==> config.mk <==
export PLATFORM = sky130hd
export DESIGN_NAME = sdp_ram_fifo_ctrl
export DESIGN_NICKNAME = d
export VERILOG_FILES = /design/src/rtl/sdp_ram_fifo_ctrl.sv
export SDC_FILE = /design/constraint.sdc
export NUM_CORES = 1
export LEC_CHECK = 0
export ABC_AREA = 1
export ABC_CLOCK_PERIOD_IN_PS = 3800
export BUFFER_PORTS_ARGS = -buffer_cell sky130_fd_sc_hd__buf_2
export CORE_ASPECT_RATIO = 0.5
export CORE_MARGIN = 5
export CORE_UTILIZATION = 34
export DETAILED_ROUTE_END_ITERATION = 10
export PLACE_DENSITY = 0.49
export SYNTH_ARGS = -nofsm -noshare
export SYNTH_HDL_FRONTEND = slang
export SYNTH_SLANG_ARGS = --single-unit
==> constraint.sdc <==
create_clock -name clk -period 3.8 [get_ports clk]
set_input_delay 0.19 -clock clk [delete_from_list [all_inputs] [get_ports clk]]
set_output_delay 0.19 -clock clk [all_outputs]
set_load 0.03 [all_outputs]
==> src/rtl/sdp_ram_fifo_ctrl.sv <==
// sdp_ram_fifo_ctrl: FIFO controller for an external simple dual-port RAM with a read-prefetch skid buffer
module sdp_ram_fifo_ctrl #(
  parameter int    DATA_WIDTH = 8,
  parameter int    ADDR_WIDTH = 9,
  parameter string OUTPUT_REG = "FALSE"
) (
  input  logic                  clk,
  input  logic                  rst_n,
  input  logic [DATA_WIDTH-1:0] s_data,
  input  logic                  s_valid,
  output logic                  s_ready,
  output logic [DATA_WIDTH-1:0] m_data,
  output logic                  m_valid,
  input  logic                  m_ready,
  output logic [DATA_WIDTH-1:0] ram_wdata,
  output logic [ADDR_WIDTH-1:0] ram_waddr,
  output logic                  ram_we,
  output logic [ADDR_WIDTH-1:0] ram_raddr,
  output logic                  ram_re,
  input  logic [DATA_WIDTH-1:0] ram_rdata,
  output logic [ADDR_WIDTH:0]   count,
  output logic                  full,
  output logic                  empty
);
  localparam int LAT = (OUTPUT_REG == "TRUE") ? 2 : 1;
  localparam int SD  = LAT + 1;
  localparam int SW  = $clog2(SD);
  localparam int CW  = ADDR_WIDTH + 1;

  logic                  en;
  logic [ADDR_WIDTH-1:0] wptr, rptr;
  logic [ADDR_WIDTH:0]   mem_cnt;
  logic [LAT:1]          inflight;
  logic [DATA_WIDTH-1:0] skid [SD];
  logic [SW-1:0]         head, tail;
  logic [1:0]            skid_cnt, inflight_cnt;
  logic [2:0]            pending;
  logic                  push, pop, cap;

  // handshakes, RAM port drive, and the prefetch issue decision that keeps skid+in-flight within LAT+1
  always_comb begin
    inflight_cnt = '0;
    for (int i = 1; i <= LAT; i++) inflight_cnt = inflight_cnt + 2'(inflight[i]);
    full      = count[ADDR_WIDTH];
    empty     = count == '0;
    s_ready   = en & ~full;
    push      = s_valid & s_ready;
    m_valid   = skid_cnt != '0;
    m_data    = skid[head];
    pop       = m_valid & m_ready;
    cap       = inflight[LAT];
    pending   = 3'(inflight_cnt) + 3'(skid_cnt) - 3'(pop);
    ram_re    = (mem_cnt != '0) & (pending < 3'(SD));
    ram_we    = push;
    ram_waddr = wptr;
    ram_wdata = s_data;
    ram_raddr = rptr;
  end

  // pointers, occupancy counters, read-latency tracking and the post-reset enable
  always_ff @(posedge clk or negedge rst_n)
    if (!rst_n) begin
      en       <= 1'b0;
      wptr     <= '0;
      rptr     <= '0;
      mem_cnt  <= '0;
      count    <= '0;
      inflight <= '0;
    end else begin
      en          <= 1'b1;
      wptr        <= push ? wptr + 1'b1 : wptr;
      rptr        <= ram_re ? rptr + 1'b1 : rptr;
      mem_cnt     <= mem_cnt + CW'(push) - CW'(ram_re);
      count       <= count + CW'(push) - CW'(pop);
      inflight[1] <= ram_re;
      for (int i = 2; i <= LAT; i++) inflight[i] <= inflight[i-1];
    end

  // skid buffer: RAM returns land at the tail, the head is presented downstream
  always_ff @(posedge clk or negedge rst_n)
    if (!rst_n) begin
      for (int i = 0; i < SD; i++) skid[i] <= '0;
      head     <= '0;
      tail     <= '0;
      skid_cnt <= '0;
    end else begin
      if (cap) skid[tail] <= ram_rdata;
      tail     <= cap ? (tail == SW'(SD - 1) ? '0 : tail + 1'b1) : tail;
      head     <= pop ? (head == SW'(SD - 1) ? '0 : head + 1'b1) : head;
      skid_cnt <= skid_cnt + 2'(cap) - 2'(pop);
    end
endmodule

* Yosys cells after proc, flatten, opt, wreduce, memory -nomap -nowiden
Index checks and enable logic that the tools add are counted.
** Operators by class
- Add/sub/neg operators :: 12
- Multipliers :: 0
- Div/mod/pow operators :: 0
- Magnitude comparators :: 4
- Equality and inequality tests :: 0
- Shift operators :: 0
- Muxes and demuxes :: 8
- Bitwise logic cells :: 7
- Reductions and logical operators :: 4
** Operators with widths (number)
- $mux W8 :: 4
- $add A10 B1 Y10 :: 2
- $sub A10 B1 Y10 :: 2
- $add A9 B1 Y9 const B :: 2
- $bwmux W16 :: 1
- $logic_not A10 Y1 :: 1
- $reduce_bool A10 Y1 :: 1
- $demux W8 S1 :: 1
- $and A1 B1 Y1 :: 4
- $ge A2 B2 Y1 const B :: 2
- $not A1 Y2 :: 2
- $add A1 B2 Y3 :: 1
- $lt A3 B2 Y1 const B :: 1
- $sub A3 B1 Y3 :: 1
- $add A1 B1 Y1 const B :: 2
- $add A2 B1 Y2 :: 1
- $lt A2 B1 Y1 const B :: 1
- $mux W1 :: 2
- $reduce_bool A2 Y1 :: 1
- $sub A2 B1 Y2 :: 1
- $logic_and A1 B1 Y1 :: 1
- $not A1 Y1 :: 1
** Word-level totals
- Register bits after elaboration :: 60
- Bits in latches :: 0
- RAM bits :: 0
- Bits in read-only memories :: 0
- Input port bits :: 20
- Output and inout port bits :: 50
- Word-level logic and storage cells :: 46
- Memories :: 0

* Logic depth before layout (Yosys ltp)
- Depth after elaboration :: 6
- Gate-level depth with buffers :: 21
- Depth with buffers taken out :: 21

* Worst setup path before layout
No wires, ideal clock.
- Path type :: register to register
- From :: register skid_cnt[1]
- To :: register mem_cnt[6]
- Setup time :: 0.124 ns
- Data arrival time :: 3.521 ns
- Data required time :: 3.676 ns
- Slack :: 0.155 ns
- Cell stages (with the launch flop) :: 20
- Path buffers :: 0
- Clock period less this slack :: 3.645 ns
- Cell sequence :: dfrtp_1 -> or2_2 -> nand2_2 -> xor2_1 -> ha_1 -> inv_1 -> fa_1 -> inv_1 -> nor2_1 -> nand2_1 -> inv_1 -> ha_1 -> inv_1 -> ha_1 -> fa_1 -> nand2_1 -> nand3_1 -> nand3_1 -> nand2_1 -> xor2_1
** Between the ends
- Word-level cells in the longest chain between the ends :: 6
- Elaborated cells on any way between the ends :: 7
- Those cells by class :: add/sub: 3; order compare: 1; bitwise: 2; reduce/logical: 1
** Ends and longest elaborated chain
- from (decl) :: line 36 : logic [1:0] skid_cnt, inflight_cnt;
- from (signal assigned) :: line 90 : skid_cnt <= skid_cnt + 2'(cap) - 2'(pop);
- $reduce_bool A2 Y1 :: line 48 : m_valid = skid_cnt != '0;
- named net m_valid :: line 13 : output logic m_valid,
- $and A1 B1 Y1 :: line 50 : pop = m_valid & m_ready;
- $sub A3 B1 Y3 :: line 52 : pending = 3'(inflight_cnt) + 3'(skid_cnt) - 3'(pop);
- named net pending[1] :: line 37 : logic [2:0] pending;
- $lt A3 B2 Y1 :: line 53 : ram_re = (mem_cnt != '0) & (pending < 3'(SD));
- $and A1 B1 Y1 :: line 53
- named net ram_re :: line 19 : output logic ram_re,
- $sub A10 B1 Y10 :: line 73 : mem_cnt <= mem_cnt + CW'(push) - CW'(ram_re);
- to (signal assigned) :: line 73
- to (decl) :: line 32 : logic [ADDR_WIDTH:0] mem_cnt;
The timed path passes the listed nets, and every way through them passes these cells.
A chain may end at the register's enable or synchronous reset.

* Worst setup path after layout
- From :: register skid_cnt[1]
- To :: register mem_cnt[6]
** Between the ends
- Word-level cells in the longest chain between the ends :: 6
- Elaborated cells on any way between the ends :: 7
- Those cells by class :: add/sub: 3; order compare: 1; bitwise: 2; reduce/logical: 1
** Ends and longest elaborated chain (line)
- branches (longest 2 deep; another with $add A1 B2 Y3)
- $sub A3 B1 Y3 (*) :: 52
- $lt A3 B2 Y1 (*) :: 53
- $and A1 B1 Y1 (*) :: 53
- $sub A10 B1 Y10 (*) :: 73
Mark *: on every way between the ends.

==> summary by stage <==
Run status
The flow ran to the end, and the final reports show no timing, DRC or antenna violations.

Floorplanning
From bottom edge to top edge, the die measures ~83 um. During I/O placement, the number of pins put on the boundary was 70. The die covers 13,100 um^2. The region available for standard cell placement spans just over 10,000 um^2. The die is roughly 160 um wide. The floorplan has 26 rows.

The starting density of the core is between 30% and 40%.

Synth
The gate count of the mapped netlist is around 460. In the post-synthesis netlist, the biggest area contributors are sky130_fd_sc_hd__dfrtp_1 (41%), sky130_fd_sc_hd__nand2_1 (16%), sky130_fd_sc_hd__ha_1 (10%). The commonest register cell after synthesis is sky130_fd_sc_hd__dfrtp_1. The number of distinct library cells after synthesis is 32. Counting flops with a built-in enable in the synthesized netlist gives 0. The Yosys step of the flow raised 0 warnings. The average cell area after synthesis is ~7.9 um^2. In this run the cell area of the synthesized design comes to 3670 um^2. The sequential fraction of the synthesis area is between 40% and 50%. Counting instances in the post-synthesis netlist gives the leading cell types as sky130_fd_sc_hd__nand2_1 (159), sky130_fd_sc_hd__inv_1 (75), sky130_fd_sc_hd__dfrtp_1 (60), sky130_fd_sc_hd__ha_1 (30), sky130_fd_sc_hd__nor2_1 (28). Synthesis produced a netlist with a net count of just over 500. The share of synthesized area in the top cell type comes to roughly two fifths. Summed over all instances, the cell type with the most area after synthesis is sky130_fd_sc_hd__dfrtp_1. In this run, synthesis produced a sequential element count of 60. The cell with the most instances after synthesis is sky130_fd_sc_hd__nand2_1. For this run, asynchronously set or reset flops after synthesis account for 100%.

Critical path
STA classifies the critical path endpoint as a flip-flop. The combined buffer and inverter count along the critical path is 3. The kind of cell with the highest combined delay on the critical path is adder cells.

Walking the worst path, the cells encountered are or2_2 > nand2_4 > xor2_1 > ha_1 > inv_1 > fa_1 > xor2_1 > nor2_1 > nand2_1 > inv_1 > ha_1 > inv_1 > ha_1 > fa_1 > nand2_1 > nand3_1 > nand3_1 > nand2_1 > xor2_1. Data on the critical path arrives at its endpoint at ~3700 ps. The slowest stage of the critical path is the sky130_fd_sc_hd__fa_1 cell.

The kind of critical path is reg -> reg. The data required time at the worst endpoint is 4010 ps. On the worst path, the slowest cell contributes a delay of between 400 and 500 ps. The nature of the critical path startpoint is a flip-flop.

The largest fanout of any net on the critical path is 5.

CTS
The number of buffers added by the clock tree synthesis step is 9. The tree is rooted in a sky130_fd_sc_hd__clkbuf_16. The clock latency on the worst-skew pair is between 300 and 400 ps.

The H-tree generated during clock tree synthesis spans 3 levels. Clock tree synthesis found a total of 60 sinks. TritonCTS built the clock tree.

The buffer depth of the longest clock path is 2. The count of buffers added by post-CTS timing repair for setup is 0. The clock transition at the registers of the reported paths is roughly 60 ps.

STA
Setup repair after global routing left no endpoint under its margin. The final-report hold violation count is 0. The max-slew violation count was 0.

The transition at the pin with the smallest max-transition slack is approximately 720 ps. Subtracting the final worst setup slack from the clock period gives about 3500 ps. The relative slew slack is around half. After routing, the total negative slack on setup checks comes to 0 ps. For this run, the top clock speed supported by timing is about 290 MHz. For the final database, setup skew stands at between 10 and 15 ps.

The portion of the clock cycle consumed by the worst path in the final layout is between 90% and 100%. The number of failing setup endpoints in the final timing report is 0. The least setup slack across all paths after layout is around 320 ps.

Placement
The congestion estimate from routability-driven global placement came to about 0.75. The count of input and output buffers is 53. The detailed placer's ending HPWL is about 5600 um.

The worst setup slack before clock tree synthesis is around 290 ps. Once placement finished, the instance area stood at ~4000 um^2.

Finish
The final net count is 571. Registers take roughly 1500 um^2. Relative to the synthesized area, the layout overhead comes to 17.5%. The multi-input logic area is ~1800 um^2. Once layout is done, the placed cells without fillers occupy about 4300 um^2. The number of antenna diodes is 0.

Once layout is complete, the utilization of the core stands at 41.5%. The proportion of layout cells with a drive suffix above 1 is 16.6%. The count of filler cells inserted in the layout is about 1,100.

GRT
The wire length of the first global-routing pass is about 13,000 um. In the global route stage, overall resource usage came out at 12.4%. The remaining global-route overflow is 0. Entering global routing, the biggest net connects 45 pins. The number of antenna violations at the first check in global routing is 0.

The via count of the first global-routing pass is 2,811.

Detailed routing
The number of nets with antenna violations after detailed routing is 0. The average routed wire per standard cell is 11.3 um. After the first detailed-routing iteration, the DRC count stood at about 140. The pre-antenna-repair detailed-routing pass consisted of 4 iterations. The routed layout has about 2,900 vias. The total routed wirelength is 7470 um. After detailed routing, the number of vias per cell comes to about 4.3.

The remaining routing DRC violations is 0.

Hold path
The class of the tightest hold or removal check is in -> reg.

Flow run
The number of maximum-capacitance constraint violations is 0.
-- worst min-delay path, stage by stage --
cell                      delay, ps
sky130_fd_sc_hd__buf_2          100
sky130_fd_sc_hd__inv_1           70
sky130_fd_sc_hd__o21ai_2         60
-- metal layers --
metal / GRT usage, % / up-vias / part of all wire (%)
li1: - / 1533 / -
met1: 17.5 / 1274 / 54
met2: 18.2 / 34 / 41
met3: 4.45 / 9 / 4.2
met4: 2.91 / 0 / 0.62
met5: 0 / - / 0
-- flip-flops by register name, summed over array words and instances, names as in the netlist --
register	cells
tail	1
cap	1
ram_raddr	9
mem_cnt	10
ram_waddr	9
en	1
count	10
head	1
skid	16
skid_cnt	2
-- path summary, 6_finish.rpt --
path | startpoint | endpoint | slack (ps) | cells past startpoint
setup / recovery | skid_cnt[1] | mem_cnt[6] | 320 | 19
hold / removal | ram_rdata[1] | skid[9] | 130 | 3
setup reg to reg | skid_cnt[1] | mem_cnt[6] | 320 | 19
hold reg to reg | skid[15] | skid[15] | 480 | 2
max in group asynchronous | rst_n | skid[14] | 2560 | 3
min in group asynchronous | rst_n | mem_cnt[6] | 330 | 2
-- placed cells by master (no fill, tap or decap), types with 8 or more instances in the layout --
| cell type | Yosys | routed |
|---|---|---|
| sky130_fd_sc_hd__buf_2 | 1 | 53 |
| sky130_fd_sc_hd__clkbuf_16 | 0 | 9 |
| sky130_fd_sc_hd__dfrtp_1 | 60 | 60 |
| sky130_fd_sc_hd__ha_1 | 30 | 30 |
| sky130_fd_sc_hd__inv_1 | 75 | 75 |
| sky130_fd_sc_hd__nand2_1 | 159 | 159 |
| sky130_fd_sc_hd__nand3_1 | 19 | 19 |
| sky130_fd_sc_hd__nor2_1 | 28 | 28 |
| sky130_fd_sc_hd__o21ai_0 | 13 | 13 |
| sky130_fd_sc_hd__o21ai_2 | 8 | 8 |
| sky130_fd_sc_hd__xnor2_1 | 9 | 9 |
| sky130_fd_sc_hd__xor2_1 | 13 | 13 |
-- cell families (layout without fill, tap and decap cells) --
logic type / count (synthesis) / count (layout) / share of synthesized area (%)
simple gates: 224 / 224 / 25.3
other cells: 1 / 1 / 0.102
fa+ha+maj: 33 / 33 / 11.9
compound gates: 33 / 33 / 5.59
flops: 60 / 60 / 40.9
buf+inv: 91 / 150 / 11.0
xor+xnor: 22 / 22 / 5.25
-- timing repair --
action,4_1_cts,5_1_grt
endpoints found under the setup margin,0,2
hold endpoints to repair,16,0
resized for setup,0,1
hold buffers,1,0
-- through the flow --
stage	instances	hold slack (ps)
floorplan	464	-106
global placement	646	154
detailed placement	646	148
CTS	663	115
global route	663	131
finish	663	126
-- area by class of cell --
class                      count  share of cell area [%]
multi-input combinational    313                    41.1
sequential                    60                    34.8
timing repair buffer          57                    6.91
inverter                      77                    6.70
clock buffer                   9                    5.22
tap                          140                    4.06
clock inverter                 7                    1.22
Power is left out: the tool's default activity adds up to more than one toggle a clock period on the data nets, which glitch-free logic cannot reach.
